## src/rtl/sram_req_arbiter_pkg.sv

```systemverilog
// rtl/sram_req_arbiter_pkg.sv - shared IDs, size encodings and grant helper for the sram-like arbiter
package sram_req_arbiter_pkg;

  typedef logic arb_id_t;

  localparam arb_id_t ARB_ID_INST = 1'b0;
  localparam arb_id_t ARB_ID_DATA = 1'b1;

  typedef enum logic [1:0] {
    SRAM_SIZE_BYTE = 2'd0,
    SRAM_SIZE_HALF = 2'd1,
    SRAM_SIZE_WORD = 2'd2
  } sram_size_e;

  // A held lock pins the grant; otherwise the data side has fixed priority.
  function automatic arb_id_t grant_sel(input logic    lock_valid,
                                        input arb_id_t lock_id,
                                        input logic    data_req);
    if (lock_valid) return lock_id;
    return data_req ? ARB_ID_DATA : ARB_ID_INST;
  endfunction

endpackage

```

## src/rtl/sram_req_arbiter_id_fifo.sv

```systemverilog
// rtl/sram_req_arbiter_id_fifo.sv - in-order requester ID FIFO for accepted transactions
module arb_id_fifo
  import sram_req_arbiter_pkg::*;
#(
  parameter int DEPTH = 2
) (
  input  logic    clk,
  input  logic    reset,
  input  logic    push_i,
  input  arb_id_t push_id_i,
  input  logic    pop_i,
  output arb_id_t head_o,
  output logic    empty_o,
  output logic    full_o
);

  localparam int PW = (DEPTH > 1) ? $clog2(DEPTH) : 1;
  localparam int CW = $clog2(DEPTH + 1);

  arb_id_t       mem_q [DEPTH];
  logic [PW-1:0] wr_ptr_q, wr_ptr_d;
  logic [PW-1:0] rd_ptr_q, rd_ptr_d;
  logic [CW-1:0] count_q, count_d;

  function automatic logic [PW-1:0] next_ptr(input logic [PW-1:0] p);
    return (p == PW'(DEPTH - 1)) ? '0 : p + 1'b1;
  endfunction

  always_comb begin
    wr_ptr_d = push_i ? next_ptr(wr_ptr_q) : wr_ptr_q;
    rd_ptr_d = pop_i  ? next_ptr(rd_ptr_q) : rd_ptr_q;
    count_d  = count_q;
    case ({push_i, pop_i})
      2'b10:   count_d = count_q + 1'b1;
      2'b01:   count_d = count_q - 1'b1;
      default: count_d = count_q;
    endcase
  end

  always_ff @(posedge clk) begin
    if (reset) begin
      wr_ptr_q <= '0;
      rd_ptr_q <= '0;
      count_q  <= '0;
      for (int i = 0; i < DEPTH; i++) mem_q[i] <= ARB_ID_INST;
    end else begin
      wr_ptr_q <= wr_ptr_d;
      rd_ptr_q <= rd_ptr_d;
      count_q  <= count_d;
      if (push_i) mem_q[wr_ptr_q] <= push_id_i;
    end
  end

  assign head_o  = mem_q[rd_ptr_q];
  assign empty_o = (count_q == '0);
  assign full_o  = (count_q == CW'(DEPTH));

endmodule

```

## src/rtl/sram_req_arbiter.sv

```systemverilog
// rtl/sram_req_arbiter.sv - two-to-one sram-like arbiter (IF vs data) with in-order response routing
module sram_req_arbiter
  import sram_req_arbiter_pkg::*;
#(
  parameter int MAX_OUTSTANDING = 2
) (
  input  logic        clk,
  input  logic        reset,

  input  logic        inst_req,
  input  logic        inst_wr,
  input  logic [1:0]  inst_size,
  input  logic [31:0] inst_addr,
  input  logic [31:0] inst_wdata,
  output logic        inst_addr_ok,
  output logic        inst_data_ok,
  output logic [31:0] inst_rdata,

  input  logic        data_req,
  input  logic        data_wr,
  input  logic [1:0]  data_size,
  input  logic [31:0] data_addr,
  input  logic [31:0] data_wdata,
  output logic        data_addr_ok,
  output logic        data_data_ok,
  output logic [31:0] data_rdata,

  output logic        m_req,
  output logic        m_wr,
  output logic [1:0]  m_size,
  output logic [31:0] m_addr,
  output logic [31:0] m_wdata,
  input  logic        m_addr_ok,
  input  logic        m_data_ok,
  input  logic [31:0] m_rdata,

  output logic        err_unexp_data_ok
);

  logic    lock_valid_q, lock_valid_d;
  arb_id_t lock_id_q, lock_id_d;
  logic    err_q, err_d;

  arb_id_t gsel;
  arb_id_t fifo_head;
  logic    fifo_empty, fifo_full;
  logic    hs, pop;

  assign gsel  = grant_sel(lock_valid_q, lock_id_q, data_req);
  assign m_req = (lock_valid_q | inst_req | data_req) & ~fifo_full;
  assign hs    = m_req & m_addr_ok;
  assign pop   = m_data_ok & ~fifo_empty;

  assign m_wr    = (gsel == ARB_ID_DATA) ? data_wr    : inst_wr;
  assign m_size  = (gsel == ARB_ID_DATA) ? data_size  : inst_size;
  assign m_addr  = (gsel == ARB_ID_DATA) ? data_addr  : inst_addr;
  assign m_wdata = (gsel == ARB_ID_DATA) ? data_wdata : inst_wdata;

  assign inst_addr_ok = hs & (gsel == ARB_ID_INST);
  assign data_addr_ok = hs & (gsel == ARB_ID_DATA);

  // Read data is broadcast; only the completion strobe is steered by the FIFO head.
  assign inst_data_ok = pop & (fifo_head == ARB_ID_INST);
  assign data_data_ok = pop & (fifo_head == ARB_ID_DATA);
  assign inst_rdata   = m_rdata;
  assign data_rdata   = m_rdata;

  assign err_unexp_data_ok = err_q;

  always_comb begin
    lock_valid_d = lock_valid_q;
    lock_id_d    = lock_id_q;
    err_d        = err_q | (m_data_ok & fifo_empty);
    if (hs) begin
      lock_valid_d = 1'b0;
    end else if (m_req) begin
      lock_valid_d = 1'b1;
      lock_id_d    = gsel;
    end
  end

  always_ff @(posedge clk) begin
    if (reset) begin
      lock_valid_q <= 1'b0;
      lock_id_q    <= ARB_ID_INST;
      err_q        <= 1'b0;
    end else begin
      lock_valid_q <= lock_valid_d;
      lock_id_q    <= lock_id_d;
      err_q        <= err_d;
    end
  end

  arb_id_fifo #(
    .DEPTH(MAX_OUTSTANDING)
  ) u_id_fifo (
    .clk      (clk),
    .reset    (reset),
    .push_i   (hs),
    .push_id_i(gsel),
    .pop_i    (pop),
    .head_o   (fifo_head),
    .empty_o  (fifo_empty),
    .full_o   (fifo_full)
  );

endmodule
```

## config.mk

```make
export PLATFORM = sky130hd
export DESIGN_NAME = sram_req_arbiter
export DESIGN_NICKNAME = d
export VERILOG_FILES = /design/src/rtl/sram_req_arbiter_pkg.sv /design/src/rtl/sram_req_arbiter_id_fifo.sv /design/src/rtl/sram_req_arbiter.sv
export SDC_FILE = /design/constraint.sdc
export NUM_CORES = 1
export LEC_CHECK = 0
export ABC_CLOCK_PERIOD_IN_PS = 2850
export BUFFER_PORTS_ARGS = -buffer_cell sky130_fd_sc_hd__buf_2
export CAP_MARGIN = 30
export CORE_AREA = 2 2 119 121
export DETAILED_ROUTE_END_ITERATION = 8
export DIE_AREA = 0 0 121 123
export HOLD_SLACK_MARGIN = 0.12
export PLACE_DENSITY = 0.47
export REMOVE_ABC_BUFFERS = 1
export SETUP_SLACK_MARGIN = 0.15
export SYNTH_ARGS = -nofsm -noshare
export SYNTH_HDL_FRONTEND = slang
export SYNTH_HIERARCHICAL = 1
export SYNTH_SLANG_ARGS = --single-unit
```

## constraint.sdc

```tcl
create_clock -name clk -period 2.85 [get_ports clk]
set_clock_uncertainty 0.2 [all_clocks]
set_input_delay 0.57 -clock clk [delete_from_list [all_inputs] [get_ports clk]]
set_output_delay 0.57 -clock clk [all_outputs]
set_load 0.02 [all_outputs]
```

==> flow_metrics.py, run 1 <==
metrics = {
    "synthesis": {
        "synthTopCellsByCount": "mux2_2 (68), buf_4 (64), dfxtp_1 (8)",
        "synth_edf_count": 2,
        "synthMostInstantiatedCell": "mux2_2",
        "synth_cell_types": 29,
        "ys.flop_type": "dfxtp_1",
        "netlist.area_leader.share_pct": 41.9,
        "synth.area.top_cells": "mux2_2 (42%), buf_4 (26%), dfxtp_1 (8.8%), clkbuf_8 (5.3%), edfxtp_1 (3.3%)",
        "postSynthCellCount": 190,
        "yosys_warnings": 6,
        "synthArstFlopShare_pct": 0,
        "yosysSeqAreaShare_pct": 12.0,
        "synth_area_um2": 1830,
        "syn_area_per_cell_um2": 9.62,
        "synth-seq-cells": 10,
        "synth_top_area_cell": "mux2_2",
    },
    "power_and_ir_drop": {
        "vdd_drop_max_mv": 0.176,
        "cellPowerDensity_nw_per_um2": 508,
        "p_leak_nw": 1.36,
    },
    "placed_design": {
        "hpwlAfterDp_mm": 11.5,
        "dp_slack_ps": 281,
        "gp_congestion": 0.864,
        "numPortBuffers": 212,
    },
    "detailed_routing": {
        "vias": 2012,
        "vias_per_cell": 3.88,
        "wl_per_cell_um": 23.9,
        "drt-pass1-iter-count": 4,
        "detail_route.wirelength_mm": 12.4,
        "first_iter_violations": 36,
        "postRouteAntennaNets": 0,
        "drc_errors": 0,
    },
    "sta": {
        "slew_headroom_pct": 72.9,
        "period_share_pct": 89.9,
        "hold_viol_final": 0,
        "finalSetupViolCount": 0,
        "slew_viol_final": 0,
        "rsz0062_at_grt": "no",
        "setup-tns-final_ps": 0,
        "max_slew.worst_pin.slew_ps": 403,
        "max_clock_freq_mhz": 390,
        "worst_slack_ps": 289,
        "finalCriticalPeriod_ps": 2560,
        "worst_hold_slack_ps": 262,
    },
    "global_route": {
        "grt_max_degree": 36,
        "grt.total_usage_pct": 15.6,
        "overflow": 0,
        "grt_pass1_vias": 2007,
        "antenna_found_initial": 8,
        "grt_pass1_wl_mm": 15.7,
    },
    "critical_path": {
        "startpoint_type": "input port",
        "critPathArrivalTime_ps": 1790,
        "path_class": "in2out",
        "required_ps": 2080,
        "crit_path_end_kind": "output port",
        "crit_fanout": 14,
    },
    "finish": {
        "layout.nets": 511,
        "fin_util_pct": 19.5,
        "seqCellArea_um2": 220,
        "drive_gt1_share_pct": 86.1,
        "syn_to_final_growth_pct": 45.0,
        "multiInputGateArea_um2": 1020,
        "fill_cells": 1541,
    },
    "cts": {
        "cts_hold_buf": 0,
        "clock-sinks": 10,
        "cts_setup_buffers": 0,
        "clk_pin_slew_worst_paths_ps": 40,
        "cts-buffers-inserted": 3,
        "clockBufferDepth": 2,
        "cts-root-buf": "clkbuf_16",
        "cts_resized": 0,
        "htreeDepth": 1,
        "clk_latency_ps": 240,
        "cts_tree": "done",
    },
    "worst_hold_path": {
        "hp-class": "reg2reg",
    },
    "die": {
        "die_h_um": 123,
        "die_w_um": 121,
        "placementRows": 43,
        "die-area_um2": 14900,
        "num_io_pins": 309,
        "start_util_pct": 13.4,
        "coreArea_um2": 13600,
    },
    "outcome": {
        "outcome": "complete, no violations",
    },
    "job": {
        "drv_cap": 0,
    },
}
worst max-delay path, stage by stage:
cell and delay [ps]:
buf_2 120, mux2_4 330, buf_4 230, mux2_2 350
buf_2 180
per-layer routing:
metal	routed length, um	global-route usage (%)	vias up	part of all wire [%]
li1	-	-	888	-
met1	5330	20.4	890	43
met2	4720	20.9	214	38
met3	2120	10.7	12	17
met4	110	1.89	8	0.89
met5	117	5.21	-	0.94
sequential cells by signal, summed over array words and instances, names as in the netlist, named ones only:
signal,cells
err_unexp_data_ok,1
lock_id_q,1
lock_valid_q,1
u_id_fifo/count_q,2
u_id_fifo/mem_q,2
u_id_fifo/rd_ptr_q,1
u_id_fifo/wr_ptr_q,1
kinds of logic after synthesis:
logic type / after synthesis / synth area share (%)
flip-flops: 10 / 12.0
buffers and inverters: 75 / 32.4
XOR/XNOR: 3 / 1.44
adder cells (fa/ha/maj): 1 / 0.684
multiplexers: 69 / 42.7
AO/OA/AOI/OAI: 8 / 3.08
AND/OR/NAND/NOR: 24 / 7.67
per-stage QoR:
| stage | instance area [um^2] | power, W | std cells |
|---|---|---|---|
| 6_report | 2650 | 0.00135 | 518 |
| 5_1_grt | 2650 | 0.00143 | 517 |
| 4_1_cts | 2650 | 0.00137 | 517 |
| 3_5_place_dp | 2570 | 0.00110 | 513 |
| 3_3_place_gp | 2570 | 0.00109 | 513 |
| 2_1_floorplan | 1250 | 0.000738 | 118 |
where the power goes:
part / internal (W) / switching [W]
sequential: 0.000184 / 0.0000270
combinational: 0.000388 / 0.000495
clock: 0.000184 / 0.0000675
total: 0.000756 / 0.000589
cell usage in the layout, fill, tap and decap left out:
cell,n
o21ba_2,1
ha_1,1
and2b_2,1
nor2_1,7
clkbuf_16,3
o21ai_0,1
nand2b_1,4
nor2b_1,2
a21oi_1,3
nand2_1,1
edfxtp_1,2
nor3_1,2
a21o_1,1
inv_1,3
clkinv_1,1
buf_2,212
buf_12,1
o32ai_1,1
o211a_1,1
mux2_2,68
diode_2,1
xor2_1,1
mux2_4,1
dfxtp_1,8
and4b_1,1
and2_1,1
or3_1,1
buf_4,2
xnor2_1,2
nor4b_1,1
or3_2,1
nor3b_1,2
worst paths after layout:
kind	startpoint	endpoint	slack, ps	cells past startpoint
worst min register to register	err_unexp_data_ok$_SDFF_PP0_	err_unexp_data_ok$_SDFF_PP0_	260	2
worst max register to register	u_id_fifo/count_q[0]$_SDFFE_PP0P_	u_id_fifo/count_q[1]$_SDFFE_PP0P_	460	7
worst min-delay path	err_unexp_data_ok$_SDFF_PP0_	err_unexp_data_ok$_SDFF_PP0_	260	2
worst max-delay path	data_req	m_addr[0]	290	5
cell type report:
class / instances / share of cell area (%)
tap: 180 / 8.50
clock buffer: 3 / 2.83
sequential: 10 / 8.31
inverter: 3 / 0.425
clock inverter: 1 / 0.142
timing repair buffer: 215 / 41.4
multi-input combinational: 105 / 38.3
antenna: 1 / 0.0944
Note: power is estimated with default switching activity, not from simulation.
==> run 2: changes to the inputs <==
--- a/config.mk
+++ b/config.mk
@@ -12,7 +12,7 @@
 export DETAILED_ROUTE_END_ITERATION = 8
 export DIE_AREA = 0 0 121 123
 export HOLD_SLACK_MARGIN = 0.12
-export PLACE_DENSITY = 0.47
+export PLACE_DENSITY = 0.53
 export REMOVE_ABC_BUFFERS = 1
 export SETUP_SLACK_MARGIN = 0.15
 export SYNTH_ARGS = -nofsm -noshare
==> run 2 against run 1 <==
Against the previous run:
- sequential power about the same
- clock-buffer cell count up 1
- die area unchanged
- highest routed layer unchanged
==> flow_metrics.py, run 2 (synthesis results as in run 1) <==
metrics = {
    "outcome": {
        "outcome": "complete, no violations",
    },
    "cts": {
        "cts_tree": "done",
        "htreeDepth": 1,
        "cts-buffers-inserted": 3,
        "cts_setup_buffers": 0,
        "cts_resized": 0,
        "clk_latency_ps": 240,
        "clockBufferDepth": 2,
        "clock-sinks": 10,
        "clk_pin_slew_worst_paths_ps": 40,
        "cts_hold_buf": 0,
        "cts-root-buf": "clkbuf_16",
    },
    "critical_path": {
        "cp_slowest_cell": "dfxtp_1",
        "critPathArrivalTime_ps": 1850,
        "required_ps": 2080,
        "path_class": "reg2out",
        "path_cells": "mux2_4 -> buf_12 -> mux2_2 -> buf_2",
        "crit_fanout": 29,
        "max_stage_delay_ps": 410,
        "startpoint_type": "flop",
        "crit_path_end_kind": "output port",
    },
    "sta": {
        "finalSetupViolCount": 0,
        "rsz0062_at_grt": "no",
        "slew_headroom_pct": 78.5,
        "finalCriticalPeriod_ps": 2620,
        "worst_hold_slack_ps": 271,
        "slew_viol_final": 0,
        "setup-tns-final_ps": 0,
        "period_share_pct": 91.9,
        "hold_viol_final": 0,
        "max_clock_freq_mhz": 382,
        "worst_slack_ps": 231,
        "max_slew.worst_pin.slew_ps": 322,
    },
    "power_and_ir_drop": {
        "swShare_pct": 43.7,
        "clkPwrFrac_pct": 18.6,
        "p_total_w": 0.00136,
        "p_switching_w": 0.000594,
        "vdd_drop_max_mv": 0.173,
        "internal-power_w": 0.000766,
        "combPwrFrac_pct": 66.0,
        "p_leak_nw": 1.37,
        "seq_power_share_pct": 15.4,
        "cellPowerDensity_nw_per_um2": 510,
    },
    "finish": {
        "drive_gt1_share_pct": 86.1,
        "stdcell_area_um2": 2670,
        "final_common_cell": "buf_2",
        "layout_common_cells": "buf_2 (212), mux2_2 (68), dfxtp_1 (8), nor2_1 (7), nand2b_1 (4)",
        "diodes": 0,
        "layout.nets": 512,
        "syn_to_final_growth_pct": 45.9,
        "largest_registers": "u_id_fifo/count_q x2, u_id_fifo/mem_q x2",
    },
    "detailed_routing": {
        "drc_errors": 0,
        "vias_per_cell": 3.86,
        "vias": 2000,
        "postRouteAntennaNets": 0,
        "drt-pass1-iter-count": 4,
        "wl_per_cell_um": 25.2,
        "first_iter_violations": 77,
        "detail_route.wirelength_mm": 13.1,
    },
    "global_route": {
        "antenna_found_initial": 2,
        "overflow": 0,
        "grt_pass1_vias": 2010,
        "grt.total_usage_pct": 16.7,
        "grt_pass1_wl_mm": 16.8,
        "grt_max_degree": 30,
    },
    "placed_design": {
        "hpwlAfterDp_mm": 12.1,
        "dpl-instance-area_um2": 2590,
        "gp_congestion": 0.917,
        "dp_slack_ps": 238,
        "numPortBuffers": 212,
    },
    "die": {
        "die_w_um": 121,
        "die_h_um": 123,
        "die-area_um2": 14900,
        "placementRows": 43,
        "num_io_pins": 309,
        "coreArea_um2": 13600,
        "start_util_pct": 13.4,
    },
    "job": {
        "drv_cap": 0,
    },
    "worst_hold_path": {
        "hp-class": "reg2reg",
    },
}
[run 2: cell types whose count changed in the layout (fill, tap and decap cells not counted)]
cell      before  now
buf_12         1    2
clkbuf_1       0    1
clkinv_1       1    0
diode_2        1    0
[run 2: worst paths after layout]
kind                                     start                                end  slack, ps  cells after the start
max                  lock_valid_q$_SDFFE_PP0P_                        m_wdata[30]        230                      4
min               err_unexp_data_ok$_SDFF_PP0_       err_unexp_data_ok$_SDFF_PP0_        270                      2
max reg2reg  u_id_fifo/count_q[0]$_SDFFE_PP0P_  u_id_fifo/count_q[1]$_SDFFE_PP0P_        490                      7
min reg2reg       err_unexp_data_ok$_SDFF_PP0_       err_unexp_data_ok$_SDFF_PP0_        270                      2
[run 2: final cells by class]
cell class                      instances  area (um^2)
Fill cell                            1556        10900
Timing Repair Buffer                  216         1120
Multi-Input combinational cell        105         1020
Tap cell                              180          225
Sequential cell                        10          220
Clock buffer                            4         78.8
Inverter                                3         11.3
[run 2: power by group through the flow]
stage               Sequential [W]  Combinational, W  Clock [W]
CTS                       0.000209          0.000910   0.000255
floorplan                 0.000211          0.000527          0
global route              0.000216          0.000965   0.000263
finish                    0.000210          0.000897   0.000253
detailed placement        0.000211          0.000902          0
global placement          0.000210          0.000902          0
[run 2: routing by layer]
layer	part of all wire (%)	vias up	routed length (um)	track usage [%]
li1	-	888	-	-
met4	0.42	6	55	1.45
met5	0.86	-	112	5.21
met3	20	10	2600	13.6
met1	39	876	5110	20.0
met2	40	220	5190	23.5
[run 2: critical path, delay by kind of cell (launching register included)]
family | cells | cell delay, ps
multiplexers | 2 | 780
flip-flops | 1 | 410
buffers and inverters | 2 | 400
[run 2: per-stage QoR]
stage	std cells	util [%]
6_report	518	19.6
5_1_grt	518	19.6
3_3_place_gp	514	19.0
4_1_cts	518	19.6
2_1_floorplan	118	-
3_5_place_dp	514	19.0
